==> src/rtl/axi_lite_master.sv <==
// AXI4-Lite single-outstanding master: turns one user command into one
// AXI-Lite read or write and reports the completion on a one-cycle pulse.
//
// state   | meaning
// --------+-----------------------------------------------------------
// IDLE    | cmd_ready high, waiting for a user command
// WR_AW_W | write address and write data channels in flight
// WR_B    | both write channels done, waiting for the write response
// RD_AR   | read address channel in flight
// RD_R    | waiting for read data
// DONE    | rsp_valid pulse, returns to IDLE
module axi_lite_master (
  input  logic        axi_clk,
  input  logic        axi_rst,
  input  logic        cmd_valid,
  output logic        cmd_ready,
  input  logic        cmd_write,
  input  logic [5:0]  cmd_addr,
  input  logic [31:0] cmd_wdata,
  input  logic [3:0]  cmd_wstrb,
  output logic        rsp_valid,
  output logic        rsp_write,
  output logic [31:0] rsp_rdata,
  output logic [1:0]  rsp_resp,
  output logic [5:0]  axi_awaddr,
  output logic [2:0]  axi_awprot,
  output logic        axi_awvalid,
  input  logic        axi_awready,
  output logic [31:0] axi_wdata,
  output logic [3:0]  axi_wstrb,
  output logic        axi_wvalid,
  input  logic        axi_wready,
  input  logic [1:0]  axi_bresp,
  input  logic        axi_bvalid,
  output logic        axi_bready,
  output logic [5:0]  axi_araddr,
  output logic [2:0]  axi_arprot,
  output logic        axi_arvalid,
  input  logic        axi_arready,
  input  logic [31:0] axi_rdata,
  input  logic [1:0]  axi_rresp,
  input  logic        axi_rvalid,
  output logic        axi_rready
);

  localparam logic [5:0] ADDR_ALIGN_MASK = 6'b111100;

  typedef enum logic [2:0] {
    IDLE    = 3'd0,
    WR_AW_W = 3'd1,
    WR_B    = 3'd2,
    RD_AR   = 3'd3,
    RD_R    = 3'd4,
    DONE    = 3'd5
  } state_t;

  state_t      state_q;
  state_t      state_d;

  logic        awvalid_d;
  logic        wvalid_d;
  logic [5:0]  awaddr_d;
  logic [31:0] wdata_d;
  logic [3:0]  wstrb_d;
  logic [5:0]  araddr_d;
  logic        rsp_write_d;
  logic [31:0] rsp_rdata_d;
  logic [1:0]  rsp_resp_d;

  logic        cmd_ready_d;
  logic        rsp_valid_d;
  logic        bready_d;
  logic        arvalid_d;
  logic        rready_d;

  // Protection attributes are fixed: unprivileged, secure, data access.
  assign axi_awprot = 3'b000;
  assign axi_arprot = 3'b000;

  // Next state and next values of the datapath registers.
  always_comb begin
    state_d     = state_q;
    awvalid_d   = axi_awvalid;
    wvalid_d    = axi_wvalid;
    awaddr_d    = axi_awaddr;
    wdata_d     = axi_wdata;
    wstrb_d     = axi_wstrb;
    araddr_d    = axi_araddr;
    rsp_write_d = rsp_write;
    rsp_rdata_d = rsp_rdata;
    rsp_resp_d  = rsp_resp;

    case (state_q)
      IDLE: begin
        if (cmd_valid && cmd_ready) begin
          if (cmd_write) begin
            state_d   = WR_AW_W;
            awaddr_d  = cmd_addr & ADDR_ALIGN_MASK;
            wdata_d   = cmd_wdata;
            wstrb_d   = cmd_wstrb;
            awvalid_d = 1'b1;
            wvalid_d  = 1'b1;
          end else begin
            state_d  = RD_AR;
            araddr_d = cmd_addr & ADDR_ALIGN_MASK;
          end
        end
      end

      WR_AW_W: begin
        // Each channel retires on its own handshake; order does not matter.
        if (axi_awvalid && axi_awready) begin
          awvalid_d = 1'b0;
        end
        if (axi_wvalid && axi_wready) begin
          wvalid_d = 1'b0;
        end
        if (!awvalid_d && !wvalid_d) begin
          state_d = WR_B;
        end
      end

      WR_B: begin
        if (axi_bvalid && axi_bready) begin
          state_d     = DONE;
          rsp_write_d = 1'b1;
          rsp_rdata_d = 32'h0;
          rsp_resp_d  = axi_bresp;
        end
      end

      RD_AR: begin
        if (axi_arvalid && axi_arready) begin
          state_d = RD_R;
        end
      end

      RD_R: begin
        if (axi_rvalid && axi_rready) begin
          state_d     = DONE;
          rsp_write_d = 1'b0;
          rsp_rdata_d = axi_rdata;
          rsp_resp_d  = axi_rresp;
        end
      end

      DONE: begin
        state_d = IDLE;
      end

      default: begin
        state_d = IDLE;
      end
    endcase
  end

  // Control outputs are pure functions of the state being entered, so
  // registering them makes them line up exactly with that state.
  assign cmd_ready_d = (state_d == IDLE);
  assign rsp_valid_d = (state_d == DONE);
  assign bready_d    = (state_d == WR_B);
  assign arvalid_d   = (state_d == RD_AR);
  assign rready_d    = (state_d == RD_R);

  // State register and registered outputs; reset aborts any transfer.
  always_ff @(posedge axi_clk or posedge axi_rst) begin
    if (axi_rst) begin
      state_q     <= IDLE;
      cmd_ready   <= 1'b0;
      rsp_valid   <= 1'b0;
      rsp_write   <= 1'b0;
      rsp_rdata   <= 32'h0;
      rsp_resp    <= 2'b00;
      axi_awaddr  <= 6'h0;
      axi_awvalid <= 1'b0;
      axi_wdata   <= 32'h0;
      axi_wstrb   <= 4'h0;
      axi_wvalid  <= 1'b0;
      axi_bready  <= 1'b0;
      axi_araddr  <= 6'h0;
      axi_arvalid <= 1'b0;
      axi_rready  <= 1'b0;
    end else begin
      state_q     <= state_d;
      cmd_ready   <= cmd_ready_d;
      rsp_valid   <= rsp_valid_d;
      rsp_write   <= rsp_write_d;
      rsp_rdata   <= rsp_rdata_d;
      rsp_resp    <= rsp_resp_d;
      axi_awaddr  <= awaddr_d;
      axi_awvalid <= awvalid_d;
      axi_wdata   <= wdata_d;
      axi_wstrb   <= wstrb_d;
      axi_wvalid  <= wvalid_d;
      axi_bready  <= bready_d;
      axi_araddr  <= araddr_d;
      axi_arvalid <= arvalid_d;
      axi_rready  <= rready_d;
    end
  end

endmodule
==> config.mk <==
export PLATFORM = sky130hd
export DESIGN_NAME = axi_lite_master
export DESIGN_NICKNAME = d
export VERILOG_FILES = /design/src/rtl/axi_lite_master.sv
export SDC_FILE = /design/constraint.sdc
export NUM_CORES = 1
export LEC_CHECK = 0
export CELL_PAD_IN_SITES_DETAIL_PLACEMENT = 0
export CELL_PAD_IN_SITES_GLOBAL_PLACEMENT = 2
export CORE_AREA = 3 3 104 106
export DETAILED_ROUTE_END_ITERATION = 12
export DIE_AREA = 0 0 107 109
export DONT_BUFFER_PORTS = 1
export PLACE_DENSITY = 0.81
export SLEW_MARGIN = 25
export SYNTH_ARGS = -nofsm -noshare
export SYNTH_HDL_FRONTEND = slang
export SYNTH_SLANG_ARGS = --single-unit
export TNS_END_PERCENT = 20
==> constraint.sdc <==
create_clock -name axi_clk -period 2.8 [get_ports axi_clk]
set_input_delay 0.42 -clock axi_clk [delete_from_list [all_inputs] [get_ports axi_clk]]
set_output_delay 0.42 -clock axi_clk [all_outputs]
set_load 0.01 [all_outputs]
==> metrics.md, run 1 <==
| Metric | Value |
|---|---|
| RSZ-0062 raised after global routing | `no` |
| Setup slack of the worst register-to-register path | `970 ps` |
| Placement Rows | `36` |
| Final-report setup violation count | `0` |
| Achievable Freq | `545 MHz` |
| Grt ovf | `0` |
| Hold buffers post-CTS | `0` |
| Critical setup path kind | `reg -> reg` |
| Total via count after detailed routing | `1,890` |
| Register bit total from synthesis | `89` |
| Final hold violation count | `0` |
| Iteration count of the initial detailed-routing pass | `4` |
| WP data required | `about 3000 ps` |
| Path depth of the worst reg2reg path | `3` |
| Clock slew seen by the registers of the worst setup and hold paths | `about 90 ps` |
| Top-count cell post-synth | `sky130_fd_sc_hd__dfrtp_1` |
| Antenna violations before repair | `0` |
| Category of the worst setup path capture point | `flop` |
| Fillcell total | `935` |
| Maximum number of pins on one net before global-route repair | `48` |
| Final count of pins violating max slew | `0` |
| Worst Clk Skew | `roughly 13 ps` |
| Asr flop ratio synth | `100%` |
| Final weighted congestion in routability-driven placement | `0.700` |
| Count of unresolved DRC violations after routing | `0` |
| Dominant cell type by area after synthesis | `sky130_fd_sc_hd__dfrtp_1` |
| Worst slew pin tran | `767 ps` |
| Clock latency on the worst-skew pair | `340 ps` |
| Number of buffers inserted by post-CTS setup repair | `0` |
| Hold crit path type | `in -> async` |
| Most common flop cell mapped by yosys | `sky130_fd_sc_hd__dfrtp_1` |
| Clock Sinks | `89` |
| Area added between synthesis and finish | `8.25%` |
| Area post-placement | `0.00355 sq mm` |
| Endpoint of the lowest-slack register-to-register path | `axi_araddr[5]` |
| Buffer levels on the longest clock path | `2` |
| Share of the yosys chip area belonging to registers | `63.9%` |
| Effective utilization at floorplan | `35.4%` |
| P_leak | `1.75 nW` |
| Via count normalized by instance count | `5.07` |
| Unique masters post-synth | `31` |
| Per-cell routed wire length | `18.7 um` |
| TritonCTS clock tree | `built` |
| Aggregate global-route resource usage | `11.4%` |
| Mean post-synth cell area | `14.7 sq um` |
| Run status | `completed` |
| Critical path's largest stage delay | `530 ps` |
| Share of layout cells above drive strength 1 | `~29%` |
| Global-route wire length before repair | `10,300 um` |
| Number of input and output port buffers inserted | `0` |
| Detailed-route wire length | `just under 7000 um` |
| Total of warnings raised by yosys | `0` |
| Area of the die | `0.0117 sq mm` |
| Synth top cells by count | `sky130_fd_sc_hd__dfrtp_1, sky130_fd_sc_hd__mux2_2, sky130_fd_sc_hd__a22o_1, sky130_fd_sc_hd__buf_4, sky130_fd_sc_hd__nand2_1` |
| Diodes inserted | `0` |
| I/O pin count | `around 180` |
| Area inside the core boundary | `0.00986 sq mm` |
| CP delay by family, top | `simple AND/OR/NAND/NOR gates` |
| Worst VDD drop | `0.370 mV` |
| Minimum clock period after layout | `~1800 ps` |
| Worst EP arrival | `2060 ps` |
| Number of global-route vias before repair | `~2,000` |
| Slowest stage cell on the critical path | `sky130_fd_sc_hd__dfrtp_1` |
| Post-Syn Area | `0.00349 sq mm` |
| Die outline height | `~110 um` |
| Critical path capture point | `axi_araddr[5]` |
| Critical-path maximum fanout | `11` |
| Maximum Capacitance Violations | `0` |
| Chain of cells forming the critical path | `nor4_4 -> nor2b_1 -> mux2_2` |
| Instance count of the mapped netlist | `237` |
| Share of the synthesized area in the top cell type | `63.9%` |
| Startpoint of the worst setup timing path | `state_q[1]` |
| Number of buffer and inverter stages on the critical path | `0` |
| Finished Cell Area | `around 0.0038 sq mm` |
| Floorplan die width | `107 um` |
| CTS buffer count | `9` |
| Final-layout setup total negative slack | `0 ps` |
| Initial DRC Count | `86` |
| Critical Path Source Type | `flop` |
| CTS H-tree lvls | `3` |
| Post-route clock period utilization | `65.5%` |
| Worst r2r src | `state_q[1]` |
| Post-DRT Antenna Nets | `0` |
| Number of gates resized after CTS | `0` |
| Synth area leaders | `sky130_fd_sc_hd__dfrtp_1, sky130_fd_sc_hd__mux2_2, sky130_fd_sc_hd__a22o_1` |
| Power per cell area | `around 1000 mW/mm^2` |
| Nets | `around 320` |
| HPWL Detailed | `a little over 5000 um` |
| Max transition margin | `~49%` |
| Root buffer cell | `sky130_fd_sc_hd__clkbuf_8` |
| Number of enable flip-flop cells after synthesis | `0` |
| Depth of the critical timing path with buffers and inverters included | `3` |
-- flip-flops by register name, summed over array words and instances (netlist names) --
name         cells
axi_wdata       32
axi_awvalid      1
axi_awaddr       4
rsp_valid        1
cmd_ready        1
axi_rready       1
state_q          3
axi_arvalid      1
axi_wstrb        4
rsp_rdata       32
axi_bready       1
rsp_write        1
axi_araddr       4
axi_wvalid       1
rsp_resp         2
-- metrics by stage --
stage	cells	hold slack (ps)	setup slack, ps	util (%)	power (mW)
after global routing	373	102	815	38.3	4.19
after detailed placement	358	471	941	36.0	3.03
final	373	56.9	966	38.3	3.95
after CTS	373	74.8	923	38.3	4.03
after global placement	358	463	936	36.0	2.98
after floorplan	246	517	73.1	-	2.83
-- worst min path at each step --
| stage | slack (ps) | end | cells past startpoint | start |
|---|---|---|---|---|
| after global routing | 100 | axi_wstrb[3] | 1 | axi_rst |
| after CTS | 70 | axi_araddr[3] | 1 | axi_rst |
| after floorplan | 520 | rsp_resp[0] | 2 | rsp_resp[0] |
| final | 60 | axi_araddr[3] | 1 | axi_rst |
| after global placement | 460 | axi_wdata[1] | 1 | axi_rst |
| after detailed placement | 470 | axi_wdata[1] | 1 | axi_rst |
-- power breakdown --
group	internal, mW	leakage, nW	switching (mW)	total [mW]
Clock	0.532	0.111	0.445	0.977
Combinational	0.400	0.496	0.274	0.675
Sequential	1.73	1.14	0.570	2.30
Total	2.66	1.75	1.29	3.95
-- cell families (layout without fill, tap and decap cells) --
group | after synthesis | count (layout) | synth area share [%]
buffers and inverters | 31 | 25 | 6.06
and+or+nand+nor | 22 | 22 | 4.02
muxes | 46 | 46 | 14.8
other | 1 | 10 | 0.108
DFF | 89 | 89 | 63.9
AOI/OAI and AO/OA | 48 | 48 | 11.2
-- per-layer routing --
metal / vias to the layer above / GRT usage [%] / routed length (um)
li1: 827 / - / -
met4: 0 / 4.93 / 85
met2: 127 / 18.3 / 3350
met5: - / 0 / 0
met1: 928 / 12.9 / 2670
met3: 8 / 5.45 / 858
-- cell usage in the layout (no fill, tap or decap), types with 3 or more instances in the layout --
cell,instances
sky130_fd_sc_hd__o21ai_0,3
sky130_fd_sc_hd__mux2_2,44
sky130_fd_sc_hd__inv_1,5
sky130_fd_sc_hd__nand2_1,8
sky130_fd_sc_hd__conb_1,10
sky130_fd_sc_hd__a22o_1,32
sky130_fd_sc_hd__dfrtp_1,89
sky130_fd_sc_hd__buf_4,3
sky130_fd_sc_hd__clkbuf_8,10
sky130_fd_sc_hd__nor2b_1,3
-- final cells by class --
cell class | instances | area [sq um] | share of cell area, %
repair buffers | 4 | 42.5 | 1.13
well taps | 133 | 166 | 4.41
clock buffers | 10 | 138 | 3.65
clock inverters | 5 | 87.6 | 2.32
multi-input cells | 126 | 1090 | 28.9
inverters | 6 | 23.8 | 0.630
flip-flops and latches | 89 | 2230 | 59.0
No activity file was read; power rests on OpenSTA's default activity.
==> inputs of run 2 (changes only) <==
--- a/config.mk
+++ b/config.mk
@@ -7,11 +7,11 @@
 export LEC_CHECK = 0
 export CELL_PAD_IN_SITES_DETAIL_PLACEMENT = 0
 export CELL_PAD_IN_SITES_GLOBAL_PLACEMENT = 2
-export CORE_AREA = 3 3 104 106
+export CORE_AREA = 3 3 100 102
 export DETAILED_ROUTE_END_ITERATION = 12
-export DIE_AREA = 0 0 107 109
+export DIE_AREA = 0 0 103 105
 export DONT_BUFFER_PORTS = 1
-export PLACE_DENSITY = 0.81
+export PLACE_DENSITY = 0.84
 export SLEW_MARGIN = 25
 export SYNTH_ARGS = -nofsm -noshare
 export SYNTH_HDL_FRONTEND = slang
==> constraint.sdc (replaced) <==
create_clock -name axi_clk -period 1.85 [get_ports axi_clk]
set_input_delay 0.2775 -clock axi_clk [delete_from_list [all_inputs] [get_ports axi_clk]]
set_output_delay 0.2775 -clock axi_clk [all_outputs]
set_load 0.01 [all_outputs]
==> metrics.md, run 2 (synthesis gave the netlist of run 1 again) <==
| Metric | Value |
|---|---|
| Area inside the core boundary | `0.00920 sq mm (-6.8%)` |
| Area of the die | `0.0108 sq mm (-7.3%)` |
| Power per cell area | `1540 mW/mm^2 (+47%)` |
| Maximum Capacitance Violations | `0 (unchanged)` |
| CTS H-tree lvls | `3 (unchanged)` |
| Root buffer cell | `sky130_fd_sc_hd__clkbuf_8` |
| Top Registers | `axi_wdata (32), rsp_rdata (32)` |
| Effective utilization at floorplan | `37.9% (+2.6 points)` |
| Switching Power | `1.99 mW (+55%)` |
| Buffer levels on the longest clock path | `2 (unchanged)` |
| Worst Clk Skew | `13.8 ps (+1.14 ps)` |
| Worst slew pin tran | `660 ps (-107 ps)` |
| Most frequent cells in the layout | `sky130_fd_sc_hd__dfrtp_1, sky130_fd_sc_hd__mux2_2, sky130_fd_sc_hd__a22o_1, sky130_fd_sc_hd__conb_1, sky130_fd_sc_hd__clkbuf_8` |
| Final hold violation count | `0 (unchanged)` |
| Area added between synthesis and finish | `10.3%` |
| Setup slack of the worst register-to-register path | `160 ps (-810 ps)` |
| P_leak | `1.80 nW (+2.8%)` |
| Critical-path maximum fanout | `4 (-7)` |
| Final-layout setup total negative slack | `0 ps (unchanged)` |
| Final-report setup violation count | `0 (unchanged)` |
| Number of input and output port buffers inserted | `0 (unchanged)` |
| Category of the worst setup path capture point | `flop` |
| Critical Path Source Type | `flop` |
| Hold crit path type | `in -> reg` |
| HPWL Detailed | `5080 um (+0.39%)` |
| Post-route total power | `5.92 mW (+50%)` |
| Switching share of power | `33.7% (+1.0 points)` |
| Final count of pins violating max slew | `0 (unchanged)` |
| Worst EP arrival | `1920 ps (-140 ps)` |
| Clock slew seen by the registers of the worst setup and hold paths | `100 ps (about the same)` |
| Design internal power | `3.93 mW (+48%)` |
| Post-DRT Antenna Nets | `0 (unchanged)` |
| Detailed-route wire length | `6910 um (-0.75%)` |
| Maximum number of pins on one net before global-route repair | `39 (-19%)` |
| CTS buffer count | `9 (unchanged)` |
| WP data required | `2080 ps (-940 ps)` |
| Critical setup path kind | `reg -> reg` |
| Most common library cell in the layout ignoring fill and taps | `sky130_fd_sc_hd__dfrtp_1` |
| Initial DRC Count | `97 (+13%)` |
| Per-cell routed wire length | `19.1 um (+2.3%)` |
| Number of global-route vias before repair | `2,033 (+1.2%)` |
| Flop pwr share | `57.6% (-0.6 points)` |
| Diodes inserted | `0 (unchanged)` |
| Achievable Freq | `591 MHz (+8.4%)` |
| Max transition margin | `55.9% (+7.0 points)` |
| Placement Rows | `35 (-2.8%)` |
| Clock share of power | `22.8% (-1.9 points)` |
| Count of unresolved DRC violations after routing | `0 (unchanged)` |
| Nets | `333 (+3.1%)` |
| Post-route clock period utilization | `91.5% (+26 points)` |
| Aggregate global-route resource usage | `12.6% (+1.2 points)` |
| Minimum clock period after layout | `1690 ps (-142 ps)` |
| Floorplan die width | `103 um (-3.7%)` |
| TritonCTS clock tree | `built` |
| Share of layout cells above drive strength 1 | `30.7% (+1.9 points)` |
| Iteration count of the initial detailed-routing pass | `4 (unchanged)` |
| Comb power frac | `19.6% (+2.5 points)` |
| Via count normalized by instance count | `5.36 (+5.8%)` |
| Final weighted congestion in routability-driven placement | `0.723 (+3.2%)` |
| I/O pin count | `183 (unchanged)` |
| Number of gates resized after CTS | `0 (unchanged)` |
| Antenna violations before repair | `0 (unchanged)` |
| RSZ-0062 raised after global routing | `no` |
| Run status | `completed` |
| Total via count after detailed routing | `1,941 (+2.7%)` |
| Clock latency on the worst-skew pair | `350 ps (about the same)` |
| Grt ovf | `0 (unchanged)` |
| Clock Sinks | `89 (unchanged)` |
| Worst VDD drop | `0.621 mV (+68%)` |
| Die outline height | `105 um (-3.7%)` |
| Global-route wire length before repair | `10,400 um (+1.2%)` |
## run 2: cell types whose count changed in the layout (fill, tap and decap cells not counted)
cell | previous run | this run
sky130_fd_sc_hd__inv_6 | 1 | 2
sky130_fd_sc_hd__bufinv_16 | 2 | 1
sky130_fd_sc_hd__dlygate4sd3_1 | 0 | 3
sky130_fd_sc_hd__buf_12 | 1 | 4
sky130_fd_sc_hd__clkinvlp_4 | 1 | 2
sky130_fd_sc_hd__clkbuf_8 | 10 | 9
sky130_fd_sc_hd__clkinv_2 | 1 | 2
sky130_fd_sc_hd__buf_4 | 3 | 7
## run 2: repair_timing
action	4_1_cts	5_1_grt
buffers inserted	0	0
hold endpoints to repair	26	1
hold buffers	2	1
## run 2: area by class of cell
cell class	instances	area [sq um]
clock buffers	9	124
repair buffers	14	163
clock inverters	7	76.3
inverters	6	26.3
multi-input cells	126	1090
well taps	111	139
fillers	849	5350
flip-flops and latches	89	2230
## run 2: metal layers
| metal | routed length [um] | vias to the layer above | global-route usage (%) |
|---|---|---|---|
| met4 | 52 | 0 | 4.44 |
| met2 | 3450 | 113 | 21.1 |
| met3 | 820 | 5 | 6.48 |
| met1 | 2590 | 971 | 13.3 |
| met5 | 0 | - | 0 |
| li1 | - | 852 | - |
## run 2: critical path, stage by stage, from the launching register on
cell and delay, ps:
sky130_fd_sc_hd__dfrtp_1 410, sky130_fd_sc_hd__nand2_1 150, sky130_fd_sc_hd__nor4_4 210, sky130_fd_sc_hd__nor2b_1 280
sky130_fd_sc_hd__buf_4 190, sky130_fd_sc_hd__mux2_2 330
## run 2: power groups by stage
stage,Clock [mW],Combinational (mW),Sequential (mW)
2_1_floorplan,0,0.984,3.30
3_3_place_gp,0,1.13,3.45
3_5_place_dp,0,1.18,3.46
4_1_cts,1.41,1.18,3.43
5_1_grt,1.48,1.31,3.51
6_report,1.35,1.16,3.41
## run 2: final timing paths
path,from,to,depth (start not counted)
max in group asynchronous,axi_rst,rsp_write,3
min in group asynchronous,axi_rst,axi_awaddr[2],2
worst max register to register,cmd_ready,axi_araddr[3],5
worst max-delay path,cmd_ready,axi_araddr[3],5
worst min-delay path,axi_rdata[1],rsp_rdata[1],1
worst min register to register,rsp_resp[0],rsp_resp[0],2
## run 2: metrics by stage
stage	util [%]	hold slack (ps)	instance area, sq um	setup slack (ps)	std cells
floorplan	-	386	3520	276	246
global placement	39.3	261	3610	235	343
detailed placement	39.3	280	3610	215	343
CTS	41.7	2.00	3830	154	361
global route	41.8	28.6	3840	51.1	362
finish	41.8	57.5	3840	158	362
==> inputs of run 3 (changes only) <==
--- a/config.mk
+++ b/config.mk
@@ -5,11 +5,12 @@
 export SDC_FILE = /design/constraint.sdc
 export NUM_CORES = 1
 export LEC_CHECK = 0
+export CAP_MARGIN = 20
 export CELL_PAD_IN_SITES_DETAIL_PLACEMENT = 0
 export CELL_PAD_IN_SITES_GLOBAL_PLACEMENT = 2
-export CORE_AREA = 3 3 100 102
+export CORE_AREA = 3 3 140 74
 export DETAILED_ROUTE_END_ITERATION = 12
-export DIE_AREA = 0 0 103 105
+export DIE_AREA = 0 0 143 77
 export DONT_BUFFER_PORTS = 1
 export PLACE_DENSITY = 0.84
 export SLEW_MARGIN = 25
==> metrics.md, run 3 (synthesis gave the netlist of run 1 again) <==
| Metric | Value |
|---|---|
| Fillcell total | `855 (+0.71%)` |
| Sequential Area | `0.00223 sq mm (unchanged)` |
| Via count normalized by instance count | `5.32 (-0.72%)` |
| Achievable Freq | `601 MHz (+1.7%)` |
| P_leak | `1.82 nW (+1.4%)` |
| Critical setup path kind | `reg -> reg` |
| Hold wc startpoint | `axi_awready` |
| Category of the worst setup path capture point | `flop` |
| Design internal power | `4.36 mW (+11%)` |
| Switching Power | `2.06 mW (+3.3%)` |
| Post-DRT Antenna Nets | `0 (unchanged)` |
| Global-route wire length before repair | `11,500 um (+11%)` |
| Worst Clk Skew | `5.00 ps (-8.77 ps)` |
| Diodes inserted | `0 (unchanged)` |
| Area of the die | `0.0110 sq mm (+1.8%)` |
| TritonCTS clock tree | `built` |
| RSZ-0062 raised after global routing | `no` |
| Final count of pins violating max slew | `0 (unchanged)` |
| Worst path setup slack after routing | `186 ps (+28.5 ps)` |
| Power per cell area | `1640 mW/mm^2 (+6.5%)` |
| Final-layout setup total negative slack | `0 ps (unchanged)` |
| Area post-placement | `0.00360 sq mm (-0.48%)` |
| WP data required | `2060 ps (-20 ps)` |
| Comb power frac | `17.3% (-2.3 points)` |
| Maximum Capacitance Violations | `0 (unchanged)` |
| HPWL Detailed | `5770 um (+14%)` |
| Total instance count after detailed placement | `354 (+3.2%)` |
| Post-route total power | `6.41 mW (+8.4%)` |
| Final-report setup violation count | `0 (unchanged)` |
| Switching share of power | `32.1% (-1.6 points)` |
| Final hold violation count | `0 (unchanged)` |
| Antenna violations before repair | `0 (unchanged)` |
| Area inside the core boundary | `0.00929 sq mm (+1.0%)` |
| Die outline height | `77 um (-27%)` |
| Iteration count of the initial detailed-routing pass | `4 (unchanged)` |
| Minimum clock period after layout | `1660 ps (-28.5 ps)` |
| Detailed-route wire length | `7670 um (+11%)` |
| I/O pin count | `183 (unchanged)` |
| Post-route clock period utilization | `89.9% (-1.5 points)` |
| Share of layout cells above drive strength 1 | `31.2% (+0.52 points)` |
| Root buffer cell | `sky130_fd_sc_hd__clkbuf_16` |
| Worst r2r src | `state_q[0]` |
| Critical Path Source Type | `flop` |
| Number of input and output port buffers inserted | `0 (unchanged)` |
| Effective utilization at floorplan | `37.5% (-0.38 points)` |
| Chain of cells forming the critical path | `nor3b_4 -> a32oi_2 -> buf_4 -> a22o_1` |
| Most common library cell in the layout ignoring fill and taps | `sky130_fd_sc_hd__dfrtp_1` |
| Floorplan die width | `143 um (+39%)` |
| Clock share of power | `28.4% (+5.6 points)` |
| Critical path's largest stage delay | `520 ps (+110 ps)` |
| Top Registers | `axi_wdata (32), rsp_rdata (32)` |
| Worst VDD drop | `0.578 mV (-6.9%)` |
| Most frequent cells in the layout | `sky130_fd_sc_hd__dfrtp_1, sky130_fd_sc_hd__mux2_2, sky130_fd_sc_hd__a22o_1, sky130_fd_sc_hd__buf_4, sky130_fd_sc_hd__conb_1` |
| CP delay by family, top | `flip-flops` |
| CTS buffer count | `9 (unchanged)` |
| Hold crit path type | `in -> reg` |
| Count of unresolved DRC violations after routing | `0 (unchanged)` |
| Worst EP arrival | `1880 ps (-40 ps)` |
| Run status | `completed` |
| DP Worst Slack | `171 ps (-44.5 ps)` |
| Number of standard cells in the layout, taps in and fillers out | `371 (+2.5%)` |
| Number of global-route vias before repair | `2,100 (+3.3%)` |
| Clock latency on the worst-skew pair | `330 ps (-20 ps)` |
| CTS H-tree lvls | `3 (unchanged)` |
| Buffer levels on the longest clock path | `2 (unchanged)` |
| Maximum number of pins on one net before global-route repair | `73 (+87%)` |
| Clock Sinks | `89 (unchanged)` |
| Grt ovf | `0 (unchanged)` |
| Per-cell routed wire length | `20.7 um (+8.3%)` |
| Number of buffer and inverter stages on the critical path | `1 (unchanged)` |
| Area added between synthesis and finish | `12.2%` |
| Initial DRC Count | `163 (+68%)` |
| Critical-path maximum fanout | `20 (+16)` |
| Aggregate global-route resource usage | `13.6% (+1.1 points)` |
| Flop pwr share | `54.3% (-3.3 points)` |
| Final weighted congestion in routability-driven placement | `0.730 (+1.0%)` |
| Number of gates resized after CTS | `0 (unchanged)` |
| Slowest stage cell on the critical path | `sky130_fd_sc_hd__dfrtp_1` |
| Nets | `332 (-0.30%)` |
| Finished Cell Area | `0.00391 sq mm (+1.8%)` |
| Total via count after detailed routing | `1,975 (+1.8%)` |
| Area taken by multi-input logic gates | `0.00109 sq mm (unchanged)` |
| Placement Rows | `25 (-29%)` |
| Clock slew seen by the registers of the worst setup and hold paths | `60 ps (-40 ps)` |
| Startpoint of the worst setup timing path | `state_q[0]` |
-- run 3: cell types whose count changed in the layout (fill, tap and decap cells not counted), moves of 2 or more --
cell and delta:
sky130_fd_sc_hd__clkinv_4 +2, sky130_fd_sc_hd__buf_4 +4, sky130_fd_sc_hd__inv_6 -2, sky130_fd_sc_hd__clkbuf_8 -8, sky130_fd_sc_hd__clkbuf_16 +9, sky130_fd_sc_hd__buf_12 -3, sky130_fd_sc_hd__dlygate4sd3_1 -2
-- run 3: per-layer routing --
| metal | up-vias | GRT usage (%) | share of wire, % | wire length, um |
|---|---|---|---|---|
| met5 | - | 0 | 0 | 0 |
| met4 | 0 | 5.03 | 1.7 | 128 |
| met3 | 13 | 6.42 | 7.8 | 598 |
| met2 | 83 | 24.8 | 56 | 4280 |
| met1 | 1028 | 13.5 | 35 | 2670 |
| li1 | 851 | - | - | - |
-- run 3: area by class of cell --
type,instances,share of cell area [%]
inverters,6,0.671
well taps,121,3.87
repair buffers,13,2.88
clock buffers,10,6.11
multi-input cells,126,27.8
flip-flops and latches,89,56.9
clock inverters,6,1.73
-- run 3: metrics by stage --
stage	hold WS [ps]	utilization (%)
after global routing	27.4	42.1
after floorplan	386	-
after CTS	35.1	42.1
final	49.9	42.1
after global placement	159	38.7
after detailed placement	166	38.7
-- run 3: worst paths after layout --
kind | to | slack (ps) | depth (start not counted)
min | axi_awvalid | 50 | 1
max reg2reg | rsp_rdata[1] | 190 | 4
max | rsp_rdata[1] | 190 | 4
max in group asynchronous | axi_wdata[0] | 750 | 3
min reg2reg | rsp_resp[1] | 560 | 2
min in group asynchronous | axi_wdata[30] | 420 | 2
-- run 3: power by group through the flow --
stage	Sequential [mW]	Clock, mW	Combinational (mW)
after floorplan	3.30	0	0.984
after global placement	3.49	0	1.06
after detailed placement	3.54	0	1.13
after CTS	3.51	1.87	1.13
after global routing	3.56	1.97	1.24
final	3.48	1.82	1.11
-- run 3: repair_timing --
action,in CTS,in global routing
setup buffers,0,0
endpoints found under the hold margin,17,0
hold buffers,1,0
